`src/rtl/pe_row_ctrl.sv`:
```
// rtl/pe_row_ctrl.sv - sequencer for a 3-tap MAC PE computing one row of a 1-D valid convolution
module pe_row_ctrl #(
  parameter int DATA_BITS     = 16,
  parameter int INTERNAL_BITS = 32,
  parameter int ADDR_BITS     = 10
) (
  input  logic                     clk,
  input  logic                     rst,
  input  logic                     start,
  input  logic [ADDR_BITS-1:0]     len,
  input  logic [ADDR_BITS-1:0]     w_base,
  input  logic [ADDR_BITS-1:0]     if_base,
  input  logic                     relu_en,
  output logic                     busy,
  output logic                     done,
  output logic                     mem_ren,
  output logic [ADDR_BITS-1:0]     mem_addr,
  input  logic [DATA_BITS-1:0]     mem_rdata,
  output logic                     pe_w_w,
  output logic                     pe_if_w,
  output logic [DATA_BITS-1:0]     pe_w_in,
  output logic [DATA_BITS-1:0]     pe_if_in,
  input  logic [INTERNAL_BITS-1:0] pe_result,
  output logic                     out_valid,
  output logic [INTERNAL_BITS-1:0] out_data,
  output logic [ADDR_BITS-1:0]     out_addr
);

  typedef enum logic [2:0] {IDLE, LOAD_W, LOAD_IF, DRAIN, FIN} state_t;

  state_t               state;
  logic [ADDR_BITS-1:0] len_q;
  logic [ADDR_BITS-1:0] if_base_q;
  logic                 relu_q;
  logic [ADDR_BITS-1:0] cnt;
  logic [ADDR_BITS-1:0] if_idx;
  logic [ADDR_BITS-1:0] out_cnt;
  logic                 cap_pend;

  // Buffer data goes straight to the PE; the strobes carry the read-valid timing.
  assign pe_w_in  = mem_rdata;
  assign pe_if_in = mem_rdata;

  always_ff @(posedge clk) begin
    if (!rst) begin
      state     <= IDLE;
      busy      <= 1'b0;
      done      <= 1'b0;
      mem_ren   <= 1'b0;
      mem_addr  <= '0;
      pe_w_w    <= 1'b0;
      pe_if_w   <= 1'b0;
      out_valid <= 1'b0;
      out_data  <= '0;
      out_addr  <= '0;
      len_q     <= '0;
      if_base_q <= '0;
      relu_q    <= 1'b0;
      cnt       <= '0;
      if_idx    <= '0;
      out_cnt   <= '0;
      cap_pend  <= 1'b0;
    end else begin
      done      <= 1'b0;
      out_valid <= 1'b0;
      pe_w_w    <= mem_ren && (state == LOAD_W);
      pe_if_w   <= mem_ren && (state == LOAD_IF);
      // The window is full once feature 2 is written; the result settles the next cycle.
      cap_pend  <= pe_if_w && (if_idx >= ADDR_BITS'(2));
      if (pe_if_w)
        if_idx <= if_idx + 1'b1;
      if (cap_pend) begin
        out_valid <= 1'b1;
        out_data  <= (relu_q && pe_result[INTERNAL_BITS-1]) ? '0 : pe_result;
        out_addr  <= out_cnt;
        out_cnt   <= out_cnt + 1'b1;
      end

      case (state)
        IDLE: begin
          if (start) begin
            busy      <= 1'b1;
            len_q     <= len;
            if_base_q <= if_base;
            relu_q    <= relu_en;
            cnt       <= '0;
            if_idx    <= '0;
            out_cnt   <= '0;
            if (len < ADDR_BITS'(3)) begin
              state <= FIN;
            end else begin
              state    <= LOAD_W;
              mem_ren  <= 1'b1;
              mem_addr <= w_base;
            end
          end
        end
        LOAD_W: begin
          if (cnt == ADDR_BITS'(2)) begin
            state    <= LOAD_IF;
            mem_addr <= if_base_q;
            cnt      <= '0;
          end else begin
            mem_addr <= mem_addr + 1'b1;
            cnt      <= cnt + 1'b1;
          end
        end
        LOAD_IF: begin
          if (cnt == len_q - 1'b1) begin
            state   <= DRAIN;
            mem_ren <= 1'b0;
          end else begin
            mem_addr <= mem_addr + 1'b1;
            cnt      <= cnt + 1'b1;
          end
        end
        DRAIN: begin
          // Last capture: a capture is pending and no further feature write follows it.
          if (cap_pend && !pe_if_w)
            state <= FIN;
        end
        FIN: begin
          busy  <= 1'b0;
          done  <= 1'b1;
          state <= IDLE;
        end
        default: state <= IDLE;
      endcase
    end
  end

endmodule
```
`config.mk`:
```
export PLATFORM = sky130hd
export DESIGN_NAME = pe_row_ctrl
export DESIGN_NICKNAME = d
export VERILOG_FILES = /design/src/rtl/pe_row_ctrl.sv
export SDC_FILE = /design/constraint.sdc
export NUM_CORES = 1
export LEC_CHECK = 0
export CAP_MARGIN = 5
export CORE_MARGIN = 5
export CORE_UTILIZATION = 28
export CTS_CLUSTER_SIZE = 16
export DETAILED_ROUTE_END_ITERATION = 6
export PLACE_DENSITY = 0.6
export SYNTH_ARGS = -nofsm -noshare
export SYNTH_HDL_FRONTEND = slang
export SYNTH_SLANG_ARGS = --single-unit
export TNS_END_PERCENT = 50
```
`constraint.sdc`:
```
create_clock -name clk -period 3.7 [get_ports clk]
set_clock_uncertainty 0.1 [all_clocks]
set_input_delay 0.555 -clock clk [delete_from_list [all_inputs] [get_ports clk]]
set_output_delay 0.555 -clock clk [all_outputs]
set_load 0.01 [all_outputs]
```
==> results.ini, run 1 <==
[cells_and_area]
fill_cells = 1996
num_antenna_cells = 0
area_growth_pct = 33.57
utilization_pct = 37.69
layout-drive-gt1-share_pct = 6.631
fin_area_um2 = 7263
final_cell_mix = clkdlybuf4s50_1, dfxtp_1, nor2_1, nand2_1, a21oi_1
nets = 830
stdcell_count = 1019
layout_commonest_cell = clkdlybuf4s50_1

[clock_tree]
ctsResizeCount = 0
cts_tree = built
holdBufCountCts = 0
htreeDepth = 4
clock_latency_ns = 0.41
postCtsSetupBuffers = 0
clk_pin_slew_worst_paths_ns = 0.06
cts_buffers = 17
cts_sinks = 113
root_buffer = clkbuf_16
cts_buffer_depth = 2

[synthesis]
synthAdderAreaFrac_pct = 1.611
synth-xor-area-share_pct = 4.671
synth_top_family_by_area = simple AND/OR/NAND/NOR gates
synthArstFlopShare_pct = 0
synthMuxAreaShare_pct = 2.968
synth_compound_area_share_pct = 16.22
ys_seq_area_share_pct = 41.60
synth.distinct_cells = 55
synth_edf_count = 0
synth_area_per_cell_um2 = 8.239
synthCells = 660
synthesis.area_um2 = 5438
ys_warn_count = 0
syn_nets = 749
ys.flop_type = dfxtp_1
synth_seq_cells = 113
yosys.area_share.simple_pct = 24.69

[floorplan]
std_cell_rows = 51
die_area_um2 = 22310
die_x_um = 149.4
die_h_um = 149.4
initial_core_util_pct = 28.22
pin_count = 172
core-area_um2 = 19270

[worst_setup_path]
cp_slowest_cell = a2111oi_4
critPathKind = reg2reg
crit_path_cell_trace = inv_1 -> ha_1 -> or4b_4 -> nor3_1 -> o2111ai_2 -> a2111oi_4 -> nand2b_1 -> mux2i_1
reg2reg_slack_ns = 0.54
worst-path-buf-inv = 1
crit_path_end_kind = flip-flop
cp_max_fo = 10
crit_required_ns = 3.93
crit_family = simple AND/OR/NAND/NOR gates
cp-start-kind = flip-flop
arrival_ns = 3.39
slowest_delay_ns = 0.61

[grt]
grt_pass1_wl_mm = 24.41
antenna_found_initial = 2
grt_util_all_layers_pct = 14.00
gr-total-overflow = 0
grt_max_degree = 41
first_global_vias = 4732

[placement]
portBuffers = 123
pre_cts_slack_ns = 0.6307
place_inst = 987
gp_congestion = 0.8237
dp_hpwl_mm = 10.79
placed_area_um2 = 6683

[power]
p_switching_uw = 906.1
comb_power_share_pct = 13.2
p_leak_uw = 0.002657
vdd_drop_max_mv = 0.3762
p_clk_share_pct = 47.8
seqPwrFrac_pct = 39.0
power_density_nw_per_um2 = 466.8
internal_power_uw = 2484
sw_frac_of_total_pct = 26.73

[timing]
timing.final.crit_share_pct = 85.28
max_freq_mhz = 316.9
tightest_slew_ns = 0.9399
setup_ws_ns = 0.5445
slew_viol_final = 0
rsz0062_at_grt = false
setup_violations = 0
hold_violations = 0
slew_headroom_pct = 37.34
setup_tns_ns = 0
period_minus_slack_ns = 3.156

[detailed_routing]
ant_nets = 0
drt-initial-drc-count = 256
drt-total-wl_mm = 15.44
vias_per_cell = 4.741
first_pass_iters = 5
post-route-drc-count = 0
wire_per_inst_um = 15.15
num_vias = 4831

[min_path]
hold_class = reg2reg

[run_status]
outcome = finished clean

[flow_run]
drv_cap = 0

area by class of cell:
type / count / area (um^2) / area share, %
clock buffer: 20 / 446.7 / 6.150
inverter: 12 / 45.04 / 0.6202
multi-input combinational: 465 / 2731 / 37.61
clock inverter: 12 / 133.9 / 1.843
tap: 265 / 331.6 / 4.565
timing repair buffer: 132 / 1311 / 18.05
sequential: 113 / 2263 / 31.16
power by group through the flow:
stage	logic (uW)	registers, uW	clock network [uW]
after floorplan	293	1330	0
after global placement	450	1350	0
after detailed placement	453	1350	0
after CTS	456	1320	1660
after global routing	496	1330	1740
final	449	1320	1620
Yosys cell counts (all sizes together), types with 7 or more instances:
library cell / count / share of area (%)
inv: 12 / 0.83
and3: 15 / 1.7
ha: 7 / 1.6
nand4: 8 / 0.92
nand3: 10 / 0.92
o31ai: 11 / 1.5
a21oi: 68 / 6.3
clkbuf: 31 / 2.1
xor2: 21 / 3.4
xnor2: 8 / 1.3
nor4: 7 / 0.81
nor3: 10 / 0.92
nor2b: 38 / 4.4
buf: 39 / 5.3
mux2i: 15 / 2.8
o211ai: 8 / 1.1
dfxtp: 113 / 42
nand2: 72 / 5.0
nor2: 81 / 5.6
o21ai: 16 / 1.5
worst paths after layout:
path / startpoint / to / cells after the start
max: len_q[0] / mem_addr[8] / 8
min: if_base_q[4] / if_base_q[4] / 2
max reg2reg: len_q[0] / mem_addr[8] / 8
min reg2reg: if_base_q[4] / if_base_q[4] / 2
cells by family after synthesis:
family | count (synthesis)
compound gates | 139
xor+xnor | 29
fa+ha+maj | 7
buf+inv | 82
flops | 113
mux | 16
simple gates | 274
state kept, by name, indices dropped and copies added (netlist names):
name and flops:
busy 1, cap_pend 1, cnt 10, done 1
if_base_q 10, if_idx 10, len_q 10, mem_addr 10
mem_ren 1, out_addr 10, out_cnt 10, out_data 32
out_valid 1, pe_if_w 1, pe_w_w 1, relu_q 1
state 3
metal layers:
layer / GRT usage (%) / vias to the layer above / part of all wire, % / wire (um)
li1: - / 2430 / - / -
met1: 15.86 / 2223 / 41 / 6298
met2: 22.31 / 153 / 47 / 7281
met3: 7.779 / 21 / 10 / 1612
met4: 4.805 / 4 / 1.4 / 221
met5: 0 / - / 0.17 / 27
per-stage QoR:
stage	total power, uW	hold slack (ns)
finish	3390	0.3556
global route	3569	0.3809
CTS	3443	0.3576
detailed placement	1802	0.3497
global placement	1799	0.3459
floorplan	1626	0.3357
worst min-delay path, delay by kind of cell (launching register included):
family          cells  cell delay [ns]
flops               1             0.31
simple gates        1             0.05
compound gates      1             0.05
(Power assumes the default switching activity.)
==> inputs of run 2 (changes only) <==
Settings changed: CAP_MARGIN 5 to 30, PLACE_DENSITY 0.6 to unset.
==> results of run 2 <==
No change in the layout: final DEF, timing and power equal those of run 1.
==> inputs of run 3 (changes only) <==
Settings changed: CELL_PAD_IN_SITES_DETAIL_PLACEMENT set to 1, CELL_PAD_IN_SITES_GLOBAL_PLACEMENT set to 2, CORE_UTILIZATION 28 to 26, PLACE_DENSITY_LB_ADDON set to 0.1.
==> results.ini, run 3 (synthesis results as in run 1) <==
[run_status]
outcome = finished clean

[power]
vdd_drop_max_mv = 0.2635  ; -30%
p_leak_uw = 0.002652  ; -0.16%
sw_frac_of_total_pct = 26.97  ; +0.25 points
p_clk_share_pct = 47.5  ; -0.3 points
p_switching_uw = 916.9  ; +1.2%
comb_power_share_pct = 13.4  ; +0.2 points
internal_power_uw = 2482  ; about the same
seqPwrFrac_pct = 39.1  ; about the same
power_uw = 3399  ; +0.26%
power_density_nw_per_um2 = 467.3  ; +0.12%

[floorplan]
pin_count = 172  ; unchanged
std_cell_rows = 53  ; +3.9%
die_h_um = 154.6  ; +3.5%
initial_core_util_pct = 26.11  ; -2.1 points
die_area_um2 = 23910  ; +7.2%
die_x_um = 154.6  ; +3.5%
core-area_um2 = 20820  ; +8.1%

[grt]
first_global_vias = 5330  ; +13%
grt_max_degree = 36  ; -12%
grt_pass1_wl_mm = 29.28  ; +20%
gr-total-overflow = 0  ; unchanged
antenna_found_initial = 1  ; -1
grt_util_all_layers_pct = 15.40  ; +1.4 points

[timing]
max_freq_mhz = 348.7  ; +10%
period_minus_slack_ns = 2.868  ; -0.2880 ns
setup_violations = 0  ; unchanged
setup_tns_ns = 0  ; unchanged
slew_viol_final = 0  ; unchanged
rsz0062_at_grt = false
tightest_slew_ns = 0.9594  ; +0.01951 ns
timing.final.crit_share_pct = 77.50  ; -7.8 points
slew_headroom_pct = 36.04  ; -1.3 points
hold_violations = 0  ; unchanged

[clock_tree]
clock_latency_ns = 0.41  ; about the same
cts_tree = built
postCtsSetupBuffers = 0  ; unchanged
cts_sinks = 113  ; unchanged
root_buffer = clkbuf_16
clk_pin_slew_worst_paths_ns = 0.06  ; about the same
cts_buffer_depth = 2  ; unchanged
htreeDepth = 4  ; unchanged
ctsResizeCount = 0  ; unchanged
holdBufCountCts = 0  ; unchanged
cts_buffers = 17  ; unchanged

[worst_setup_path]
crit_path_end_kind = flip-flop
cp_max_fo = 22  ; +12
reg2reg_depth = 9  ; +1
cp-start-kind = flip-flop
rr_endpoint = cnt[5]
crit_required_ns = 3.92  ; about the same
critPathCapture = cnt[5]
critPathKind = reg2reg
worstSetupStartpoint = len_q[0]
reg2reg_slack_ns = 0.83  ; +0.29 ns
arrival_ns = 3.09  ; -0.30 ns
r2r-start = len_q[0]

[placement]
gp_congestion = 0.8153  ; -1.0%
dp_hpwl_mm = 13.28  ; +23%
place_inst = 998  ; +1.1%
portBuffers = 123  ; unchanged
placed_area_um2 = 6690  ; +0.11%

[detailed_routing]
wire_per_inst_um = 17.82  ; +18%
vias_per_cell = 4.816  ; +1.6%
post-route-drc-count = 0  ; unchanged
drt-total-wl_mm = 18.36  ; +19%
ant_nets = 0  ; unchanged
first_pass_iters = 4  ; -1
num_vias = 4960  ; +2.7%
drt-initial-drc-count = 199  ; -22%

[cells_and_area]
final_cell_mix = clkdlybuf4s50_1, dfxtp_1, nor2_1, nand2_1, a21oi_1
nets = 831  ; +0.12%
area_growth_pct = 33.76
regMostFlops = out_data
num_antenna_cells = 0  ; unchanged
fin_area_um2 = 7273  ; +0.14%
layout-drive-gt1-share_pct = 6.755  ; +0.12 points
largest_reg_flops = 32  ; unchanged
stdcell_count = 1030  ; +1.1%
layout_commonest_cell = clkdlybuf4s50_1

[min_path]
hold_class = reg2reg
holdCritStartpoint = if_base_q[2]

[flow_run]
drv_cap = 0  ; unchanged

run 3: cell count changes in the layout (fill, tap and decap cells not counted), sizes merged:
cell      previous run  this run
inv                 14        12
buf                  9        10
clkinv               6         7
clkinvlp             2         3
run 3: power by group through the flow:
stage	registers (uW)	logic [uW]	clock network [uW]
floorplan	1330	293	0
global placement	1350	453	0
detailed placement	1360	462	0
CTS	1330	464	1660
global route	1340	506	1730
finish	1330	457	1610
run 3: critical path: stages, from the launching register on:
cell	delay, ns
dfxtp_1	0.37
inv_1	0.08
ha_1	0.26
or4b_4	0.52
nor3_1	0.25
o2111ai_2	0.17
a2111oi_4	0.35
buf_4	0.32
nor2_1	0.15
o221ai_1	0.21
run 3: layout make-up:
class	count	area, um^2
multi-input cells	465	2731
clock inverters	12	136.4
inverters	12	45.04
well taps	275	344.1
repair buffers	133	1306
clock buffers	20	446.7
flip-flops and latches	113	2263
fillers	2453	13550
run 3: how the worst min path moves through the flow:
stage	slack (ns)	cells after the start	to
after floorplan	0.34	2	if_base_q[1]
after global placement	0.34	2	if_base_q[4]
after detailed placement	0.35	2	if_base_q[2]
after CTS	0.36	2	if_base_q[2]
after global routing	0.38	2	if_base_q[1]
final	0.36	2	if_base_q[2]
run 3: per-layer routing:
layer	wire length, um	global-route usage, %
met1	7668	17.47
met5	20	0
met4	189	4.205
met3	1224	6.379
met2	9256	26.68
run 3: metrics by stage:
step                      setup slack [ns]  util (%)  hold WS (ns)
final                               0.8325     34.93        0.3575
after global routing                0.6049     34.93        0.3778
after CTS                           0.7768     34.93        0.3569
after detailed placement            0.7889     32.13        0.3484
after global placement              0.8855     32.13        0.3447
after floorplan                      1.136         -        0.3357
